**src/rtl/clk_div_multi_if.sv**
```systemverilog
// Control and status bundle for clk_div_multi: per-channel enables, ratios, the sync strobe and the divided outputs.
interface clk_div_multi_if #(
    parameter int CH_NUM = 4,
    parameter int DIV_W  = 8
);
    logic [CH_NUM-1:0]       div_en;
    logic [CH_NUM*DIV_W-1:0] div_ratio;
    logic                    sync_in;
    logic [CH_NUM-1:0]       clk_out;
    logic [CH_NUM-1:0]       div_tick;
    logic [CH_NUM-1:0]       ratio_ack;

    modport master (
        output div_en, div_ratio, sync_in,
        input  clk_out, div_tick, ratio_ack
    );
    modport slave (
        input  div_en, div_ratio, sync_in,
        output clk_out, div_tick, ratio_ack
    );
endinterface

```
**src/rtl/clk_div_multi.sv**
```systemverilog
// Multi-channel programmable clock divider with shadowed ratios and a global phase-align strobe.
// Optional macro CLKDIV_ODD_DUTY50_EN adds a negedge stage per channel for 50% duty on odd ratios.
module clk_div_multi #(
    parameter int CH_NUM = 4,
    parameter int DIV_W  = 8
) (
    input  logic           clk_in,
    input  logic           rst_n,
    clk_div_multi_if.slave bus
);
    typedef enum logic {IDLE = 1'b0, RUN = 1'b1} state_t;

    localparam logic [DIV_W:0]   ONE       = (DIV_W+1)'(1);
    localparam logic [DIV_W-1:0] MIN_RATIO = DIV_W'(2);

    state_t            state     [CH_NUM];
    state_t            state_nxt [CH_NUM];
    logic [DIV_W-1:0]  cnt       [CH_NUM];
    logic [DIV_W-1:0]  cnt_nxt   [CH_NUM];
    logic [DIV_W-1:0]  shadow    [CH_NUM];
    logic [DIV_W-1:0]  shadow_nxt[CH_NUM];
    logic [DIV_W-1:0]  req       [CH_NUM];
    logic [DIV_W:0]    n_ext     [CH_NUM];
    logic [DIV_W:0]    h_ext     [CH_NUM];
    logic [DIV_W:0]    inc       [CH_NUM];
    logic [CH_NUM-1:0] restart;
    logic [CH_NUM-1:0] clk_q, clk_nxt;
    logic [CH_NUM-1:0] tick_q, tick_nxt;
    logic [CH_NUM-1:0] ack_q, ack_nxt;

    always_ff @(posedge clk_in or negedge rst_n) begin
        if (!rst_n) begin
            for (int k = 0; k < CH_NUM; k++) begin
                state[k]  <= IDLE;
                cnt[k]    <= '0;
                shadow[k] <= MIN_RATIO;
            end
            clk_q  <= '0;
            tick_q <= '0;
            ack_q  <= '0;
        end else begin
            for (int k = 0; k < CH_NUM; k++) begin
                state[k]  <= state_nxt[k];
                cnt[k]    <= cnt_nxt[k];
                shadow[k] <= shadow_nxt[k];
            end
            clk_q  <= clk_nxt;
            tick_q <= tick_nxt;
            ack_q  <= ack_nxt;
        end
    end

    // Sync and IDLE-start share the wrap action; sync overrides counting and suppresses the tick.
    always_comb begin
        restart  = '0;
        clk_nxt  = '0;
        tick_nxt = '0;
        ack_nxt  = '0;
        for (int k = 0; k < CH_NUM; k++) begin
            req[k] = bus.div_ratio[k*DIV_W +: DIV_W];
            if (req[k] < MIN_RATIO) req[k] = MIN_RATIO;
            n_ext[k]      = {1'b0, shadow[k]};
            h_ext[k]      = (n_ext[k] + ONE) >> 1;
            inc[k]        = {1'b0, cnt[k]} + ONE;
            state_nxt[k]  = state[k];
            cnt_nxt[k]    = cnt[k];
            shadow_nxt[k] = shadow[k];

            if (bus.div_en[k] && (bus.sync_in || state[k] == IDLE)) begin
                restart[k] = 1'b1;
            end else if (state[k] == RUN) begin
                if (inc[k] < n_ext[k]) begin
                    cnt_nxt[k]  = inc[k][DIV_W-1:0];
                    clk_nxt[k]  = (inc[k] < h_ext[k]);
                    tick_nxt[k] = (inc[k] == n_ext[k] - ONE);
                end else if (bus.div_en[k]) begin
                    restart[k] = 1'b1;
                end else begin
                    state_nxt[k] = IDLE;
                    cnt_nxt[k]   = '0;
                end
            end else begin
                cnt_nxt[k] = '0;
            end

            if (restart[k]) begin
                state_nxt[k]  = RUN;
                cnt_nxt[k]    = '0;
                clk_nxt[k]    = 1'b1;
                shadow_nxt[k] = req[k];
                ack_nxt[k]    = (req[k] != shadow[k]);
            end
        end
    end

`ifdef CLKDIV_ODD_DUTY50_EN
    logic [CH_NUM-1:0] neg_q;

    always_ff @(negedge clk_in or negedge rst_n) begin
        if (!rst_n) neg_q <= '0;
        else        neg_q <= clk_q;
    end

    // Odd ratios trim half a source cycle off the high phase by ANDing with the negedge copy.
    always_comb begin
        bus.clk_out   = clk_q;
        bus.div_tick  = tick_q;
        bus.ratio_ack = ack_q;
        for (int k = 0; k < CH_NUM; k++) begin
            if (shadow[k][0]) bus.clk_out[k] = clk_q[k] & neg_q[k];
        end
    end
`else
    always_comb begin
        bus.clk_out   = clk_q;
        bus.div_tick  = tick_q;
        bus.ratio_ack = ack_q;
    end
`endif

endmodule

```
**src/flat_wrapper.sv**
```systemverilog
// flat-port wrapper written by rule: the top's interface ports become plain ports
module clk_div_multi_flat 
#(
    parameter int CH_NUM = 4,
    parameter int DIV_W  = 8
)
  (clk_in, rst_n, bus_div_en, bus_div_ratio, bus_sync_in, bus_clk_out, bus_div_tick, bus_ratio_ack);
  clk_div_multi_if #(.CH_NUM(CH_NUM), .DIV_W(DIV_W)) bus_i ();
  input  logic clk_in;
  input  logic rst_n;
  input wire logic [$bits(bus_i.div_en)-1:0] bus_div_en;
  input wire logic [$bits(bus_i.div_ratio)-1:0] bus_div_ratio;
  input wire logic [$bits(bus_i.sync_in)-1:0] bus_sync_in;
  output wire logic [$bits(bus_i.clk_out)-1:0] bus_clk_out;
  output wire logic [$bits(bus_i.div_tick)-1:0] bus_div_tick;
  output wire logic [$bits(bus_i.ratio_ack)-1:0] bus_ratio_ack;
  assign bus_i.div_en = bus_div_en;
  assign bus_i.div_ratio = bus_div_ratio;
  assign bus_i.sync_in = bus_sync_in;
  assign bus_clk_out = bus_i.clk_out;
  assign bus_div_tick = bus_i.div_tick;
  assign bus_ratio_ack = bus_i.ratio_ack;
  clk_div_multi #(.CH_NUM(CH_NUM), .DIV_W(DIV_W)) u_core (.clk_in(clk_in), .rst_n(rst_n), .bus(bus_i));
endmodule
```
**config.mk**
```make
export PLATFORM = sky130hd
export DESIGN_NAME = clk_div_multi_flat
export DESIGN_NICKNAME = d
export VERILOG_FILES = /design/src/rtl/clk_div_multi_if.sv /design/src/rtl/clk_div_multi.sv /design/src/flat_wrapper.sv
export SDC_FILE = /design/constraint.sdc
export NUM_CORES = 1
export LEC_CHECK = 0
export ABC_AREA = 0
export CELL_PAD_IN_SITES_DETAIL_PLACEMENT = 1
export CELL_PAD_IN_SITES_GLOBAL_PLACEMENT = 2
export CORE_MARGIN = 2
export CORE_UTILIZATION = 30
export CTS_CLUSTER_DIAMETER = 100
export DETAILED_ROUTE_END_ITERATION = 6
export GPL_TIMING_DRIVEN = 0
export PLACE_DENSITY_LB_ADDON = 0.1
export SKIP_LAST_GASP = 1
export SYNTH_ARGS = -nofsm -noshare
export SYNTH_HDL_FRONTEND = slang
export SYNTH_SLANG_ARGS = --single-unit
```
**constraint.sdc**
```tcl
create_clock -name clk_in -period 3.1 [get_ports clk_in]
set_input_delay 0.31 -clock clk_in [delete_from_list [all_inputs] [get_ports clk_in]]
set_output_delay 0.31 -clock clk_in [all_outputs]
set_load 0.02 [all_outputs]
```
## Word level (Yosys, flattened, before mapping)

Cells that the tools add are included.

- Register bits: 80
- Input port bits: 39
- Output and inout bits: 12
- Logic and storage cells: 159

- Add/sub/neg operators: 12
- Magnitude comparators: 12
- Eq/ne operators: 16
- Muxes and demuxes: 88
- Bitwise gates (word level): 4
- Reduce and logical (&&, ||, !) cells: 12

Operator list:

| cell | number |
|---|---|
| 8-bit 2-to-1 mux | 24 |
| 8-bit by 1-bit adder with 9-bit output, second input constant | 8 |
| 9-bit by 8-bit less-than comparator with 1-bit output | 8 |
| 1-bit 2-to-1 mux | 64 |
| 9-bit equality test | 4 |
| 8-bit by 1-bit subtractor with 9-bit output, second input constant | 4 |
| 8-bit by 2-bit less-than comparator with 1-bit output, second input constant | 4 |
| 8-bit inequality test | 4 |
| 4-bit inequality test, second input constant | 4 |
| 2-bit by 1-bit inequality test with 1-bit output, second input constant | 4 |
| 2-bit AND reduction | 4 |
| 1-bit logical AND | 4 |
| 1-bit logical OR | 4 |
| 1-bit NOT | 4 |

## Depth between registers and ports, before layout

- Depth in word-level cells: 7
- Depth in mapped cells: 13
- Gate-level depth less buffers: 12

## Worst setup path after synthesis

Ideal clock, no wire load.

- Path type: reg-to-reg
- Start point: register u_core.cnt[24] in the netlist's numbering
- End point: register u_core.shadow, in the netlist u_core.n_ext[27]
- Setup time: 0.125 ns
- Data arrival time: 2.890 ns
- Required time: 2.975 ns
- Path slack: 0.085 ns
- Stages on the path, launching flop included: 12
- Path buffers: 0
- Clock period less this slack: 3.015 ns
- Cells stage by stage: dfrtp_1 > ha_1 > nand2_1 > nor2_1 > xnor2_1 > inv_1 > ha_1 > a211o_1 > o221ai_2 > a21oi_1 > o31ai_4 > mux2_4

- Word-level cells in the longest chain between the ends: 5

RTL lines:

| what | line | source |
|---|---|---|
| start, declared | clk_div_multi.sv:18 | `logic [DIV_W-1:0] cnt [CH_NUM];` |
| start signal, assigned by index | clk_div_multi.sv:44 | `cnt[k] <= cnt_nxt[k];` |
| 8-bit by 1-bit adder with 9-bit output | clk_div_multi.sv:64 | `inc[k] = {1'b0, cnt[k]} + ONE;` |
| 9-bit by 8-bit less-than comparator with 1-bit output | clk_div_multi.sv:72 | `if (inc[k] < n_ext[k]) begin` |
| 1-bit 2-to-1 mux | clk_div_multi.sv:72 |  |
| 1-bit 2-to-1 mux | clk_div_multi.sv:71 | `end else if (state[k] == RUN) begin` |
| 1-bit 2-to-1 mux | clk_div_multi.sv:69 | `if (bus.div_en[k] && (bus.sync_in \|\| state[k] == IDLE)) begin` |
| end signal, assigned by index | clk_div_multi.sv:45 | `shadow[k] <= shadow_nxt[k];` |
| end, declared | clk_div_multi.sv:20 | `logic [DIV_W-1:0] shadow [CH_NUM];` |

Every way passes these cells.
A chain may end at the register's enable or synchronous reset.

## Worst setup path in the final report

- Start point: register u_core.cnt[24] in the netlist's numbering
- End point: register u_core.shadow, in the netlist u_core.n_ext[31]

Same word-level chain as after synthesis.

==> summary.md <==
| Metric | Value |
|---|---|
| Status | complete, no violations |
| Pwr dens | 698 mW/mm^2 |
| Critical Path Max Stage Delay | 0.41 ns |
| Share of cells above drive strength 1 | 14.8% |
| Sequential element share of the synthesized area | 31.0% |
| Crit. End Element | register |
| Comb pwr share | 50.5% |
| Critical Path RT | 3.34 ns |
| Post-Synthesis Cells | 678 |
| Clock Skews | 0.0119 ns |
| Hold Vio Cnt, Final | 0 |
| Switching share of total power | 40.0% |
| Prevailing post-synth register cell | dfrtp_1 |
| CTS tree | yes |
| Critical Path AT | 3.24 ns |
| Initial antenna violation count | 0 |
| Die Y | 151 microns |
| Largest net degree at the start of global routing | 45 |
| GPL Wtd Cong | 0.769 |
| I/O pins | 51 |
| Final Util | 38.4% |
| Met3 wire length | 374 microns |
| IO Port Bufs | 49 |
| Wl on met1 | 8380 microns |
| WL met2 | 8420 microns |
| Vias per cell | 4.92 |
| Root Buffer | clkbuf_16 |
| EDFF count, synth | 0 |
| Max_cap viols | 0 |
| Int Pwr | 3.39 mW |
| Critical path type | register to register |
| Vias in the first global route | 5649 |
| Asr flop ratio synth | 100% |
| Highest Signal Layer | met4 |
| All-layer global routing usage | 16.3% |
| Rows | 53 |
| Post-DP HPWL | 13400 microns |
| Yosys warns | 0 |
| Period minus WS final | 3.00 ns |
| Slew HR | 47.3% |
| Leak | 3.65 nW |
| Critical Path Start Type | register |
| Crit-path slowest cell | dfrtp_2 |
| Syn Std Cell Area | 0.00647 sq mm |
| CTS H-tree lvls | 3 |
| CTS Sinks | 80 |
| DR vias | 5147 |
| DRT antenna net count | 0 |
| Ant diodes | 0 |
| Number of DRC markers in iteration 0 | 106 |
| Wire per inst | 16.6 microns |
| Cell breakdown of the critical path | ha_2 > nand2_1 > nor2_2 > xnor2_2 > inv_1 > ha_1 > a211o_1 > nor2_1 > a21oi_2 > o31ai_4 > clkbuf_16 > mux2_4 |
| CTS Buf Count | 9 |
| Register bit total from synthesis | 80 |
| Routed WL | 17400 microns |
| Grt ovf | 0 |
| Die area | 0.0228 sq mm |
| First-pass GRT wire length | 29000 microns |
| Tightest Pin Transition | 0.791 ns |
| Maximum clock insertion buffer count | 2 |
| Syn nets | 789 |
| Die width | 151 microns |
| Clock insertion delay at the later pin of the skew report | 0.35 ns |
| Final Max Slew Viols | 0 |
| Setup TNS | 0 ns |
| Maximum VDD drop | 0.264 mV |
| Nets | 878 |
| Post-synthesis average cell area | 9.54 sq um |
| Achievable Freq | 334 MHz |
| CTS clk-pin slew, worst paths | 0.07 ns |
| DRC violations left | 0 |
| Clock power share | 21.8% |
| Unique cell type count in the Yosys netlist | 63 |
| Hold crit path type | register to register |
| Max FO, Critical Path | 5 |
| Drt pass-1 iters | 4 |
| Area growth, synth to finish | 25.0% |
| Core ar. | 0.0211 sq mm |
| Reg power frac | 27.7% |
| Fin crit share | 96.7% |
| Final Setup Violations | 0 |
| RSZ-0062 raised after global routing | true |
| Starting Density | 30.7% |
| Psw | 2.26 mW |
-- flip-flops by register name (all words and copies together) (netlist names) --
| name | count |
|---|---|
| u_core.bus.div_tick | 4 |
| u_core.bus.clk_out | 4 |
| u_core.n_ext | 32 |
| u_core.cnt | 32 |
| u_core.state | 4 |
| u_core.bus.ratio_ack | 4 |
-- path summary, 6_finish.rpt --
kind | startpoint | to | slack (ns) | cells past startpoint
setup / recovery | u_core.cnt[24] | u_core.n_ext[31] | 0.10 | 12
hold / removal | u_core.cnt[0] | u_core.cnt[0] | 0.48 | 1
setup reg to reg | u_core.cnt[24] | u_core.n_ext[31] | 0.10 | 12
hold reg to reg | u_core.cnt[0] | u_core.cnt[0] | 0.48 | 1
max in group asynchronous | rst_n | u_core.n_ext[1] | 1.93 | 3
min in group asynchronous | rst_n | u_core.n_ext[24] | 0.49 | 2
-- cell type report --
type | instances | area, sq um
fill | 2397 | 13000
multi-input combinational | 517 | 4270
sequential | 80 | 2010
timing repair buffer | 80 | 811
tap | 275 | 344
clock buffer | 12 | 256
inverter | 66 | 248
clock inverter | 4 | 76.3
buffer | 13 | 70.1
-- critical path: cells and delay by family (launching register included) --
family                   cells  cell delay (ns)
AO/OA/AOI/OAI                3             0.78
XOR/XNOR                     1             0.17
adder cells (fa/ha/maj)      2             0.53
buffers and inverters        2             0.32
flip-flops                   1             0.41
multiplexers                 1             0.29
AND/OR/NAND/NOR              3             0.40
-- cell usage after synthesis (4+ instances only) --
master    count  share of area (%)
xnor2_1      90                 12
dfrtp_1      76                 29
ha_1         72                 14
inv_1        62                3.6
nor2_1       58                3.4
nand3_1      36                2.8
nand2_1      29                1.7
xor2_1       29                3.9
a21oi_1      16                1.2
mux2_4       14                3.2
nor4_1       14                1.4
mux2_1       13                2.3
nand4_1      11                1.1
o21ai_0      11               0.85
clkbuf_1     10               0.58
nor3_1       10               0.77
a21o_1        9                1.0
nand2b_1      9               0.87
o21a_1        9                1.0
mux2i_1       8                1.2
o21ai_1       8               0.62
a211oi_1      7               0.81
and3_1        7               0.68
a211o_1       4               0.54
dfstp_2       4                1.6
nor2b_1       4               0.39
-- kinds of logic (layout without fill, tap and decap cells) --
| logic type | Yosys count | after routing | synth area share [%] |
|---|---|---|---|
| muxes | 35 | 35 | 6.75 |
| AOI/OAI and AO/OA | 94 | 94 | 10.9 |
| and+or+nand+nor | 196 | 196 | 15.9 |
| buffers and inverters | 81 | 175 | 4.99 |
| DFF | 80 | 80 | 31.0 |
| xor gates and xnor gates | 120 | 120 | 16.5 |
| adders and majority gates | 72 | 72 | 13.9 |
-- metal layers --
layer / vias to the layer above / track usage (%)
li1: 2542 / -
met1: 2545 / 21.3
met2: 48 / 27.7
met3: 12 / 2.74
met4: 0 / 4.44
met5: - / 0
-- metrics by stage --
step,setup WS [ns],power [mW],cells,area (sq um),hold slack (ns)
3_3_place_gp,-1.62,4.17,1002,7300,0.554
3_5_place_dp,-0.465,4.26,1003,7330,0.334
2_1_floorplan,0.0846,3.47,678,6470,0.0144
4_1_cts,-0.00756,5.62,1028,7830,0.509
5_1_grt,-0.0245,6.16,1047,8090,0.498
6_report,0.103,5.64,1047,8090,0.475
-- power groups by stage --
stage	combinational, mW	clock [mW]	sequential (mW)
2_1_floorplan	1.94	0	1.53
3_3_place_gp	2.59	0	1.58
3_5_place_dp	2.67	0	1.59
4_1_cts	2.76	1.28	1.58
5_1_grt	3.24	1.32	1.60
6_report	2.85	1.23	1.56
-- what timing repair did --
action / CTS / global route
setup buffers: 9 / 19
resized for setup: 12 / 19
pin swaps: 5 / 9
endpoints found under the hold margin: 35 / 0
setup endpoints to repair: 58 / 54
hold buffers: 1 / 0
gates cloned: 0 / 1
-- cells in the final DEF, fill, tap and decap left out, types with 26 or more instances in the layout --
master,netlist,layout
inv_1,62,62
buf_4,0,26
nand2_1,29,29
xnor2_1,90,86
dfrtp_1,76,72
xor2_1,29,26
clkdlybuf4s50_1,0,48
nand3_1,36,35
nor2_1,58,55
ha_1,72,68
Power figures use the tool's default switching activity.
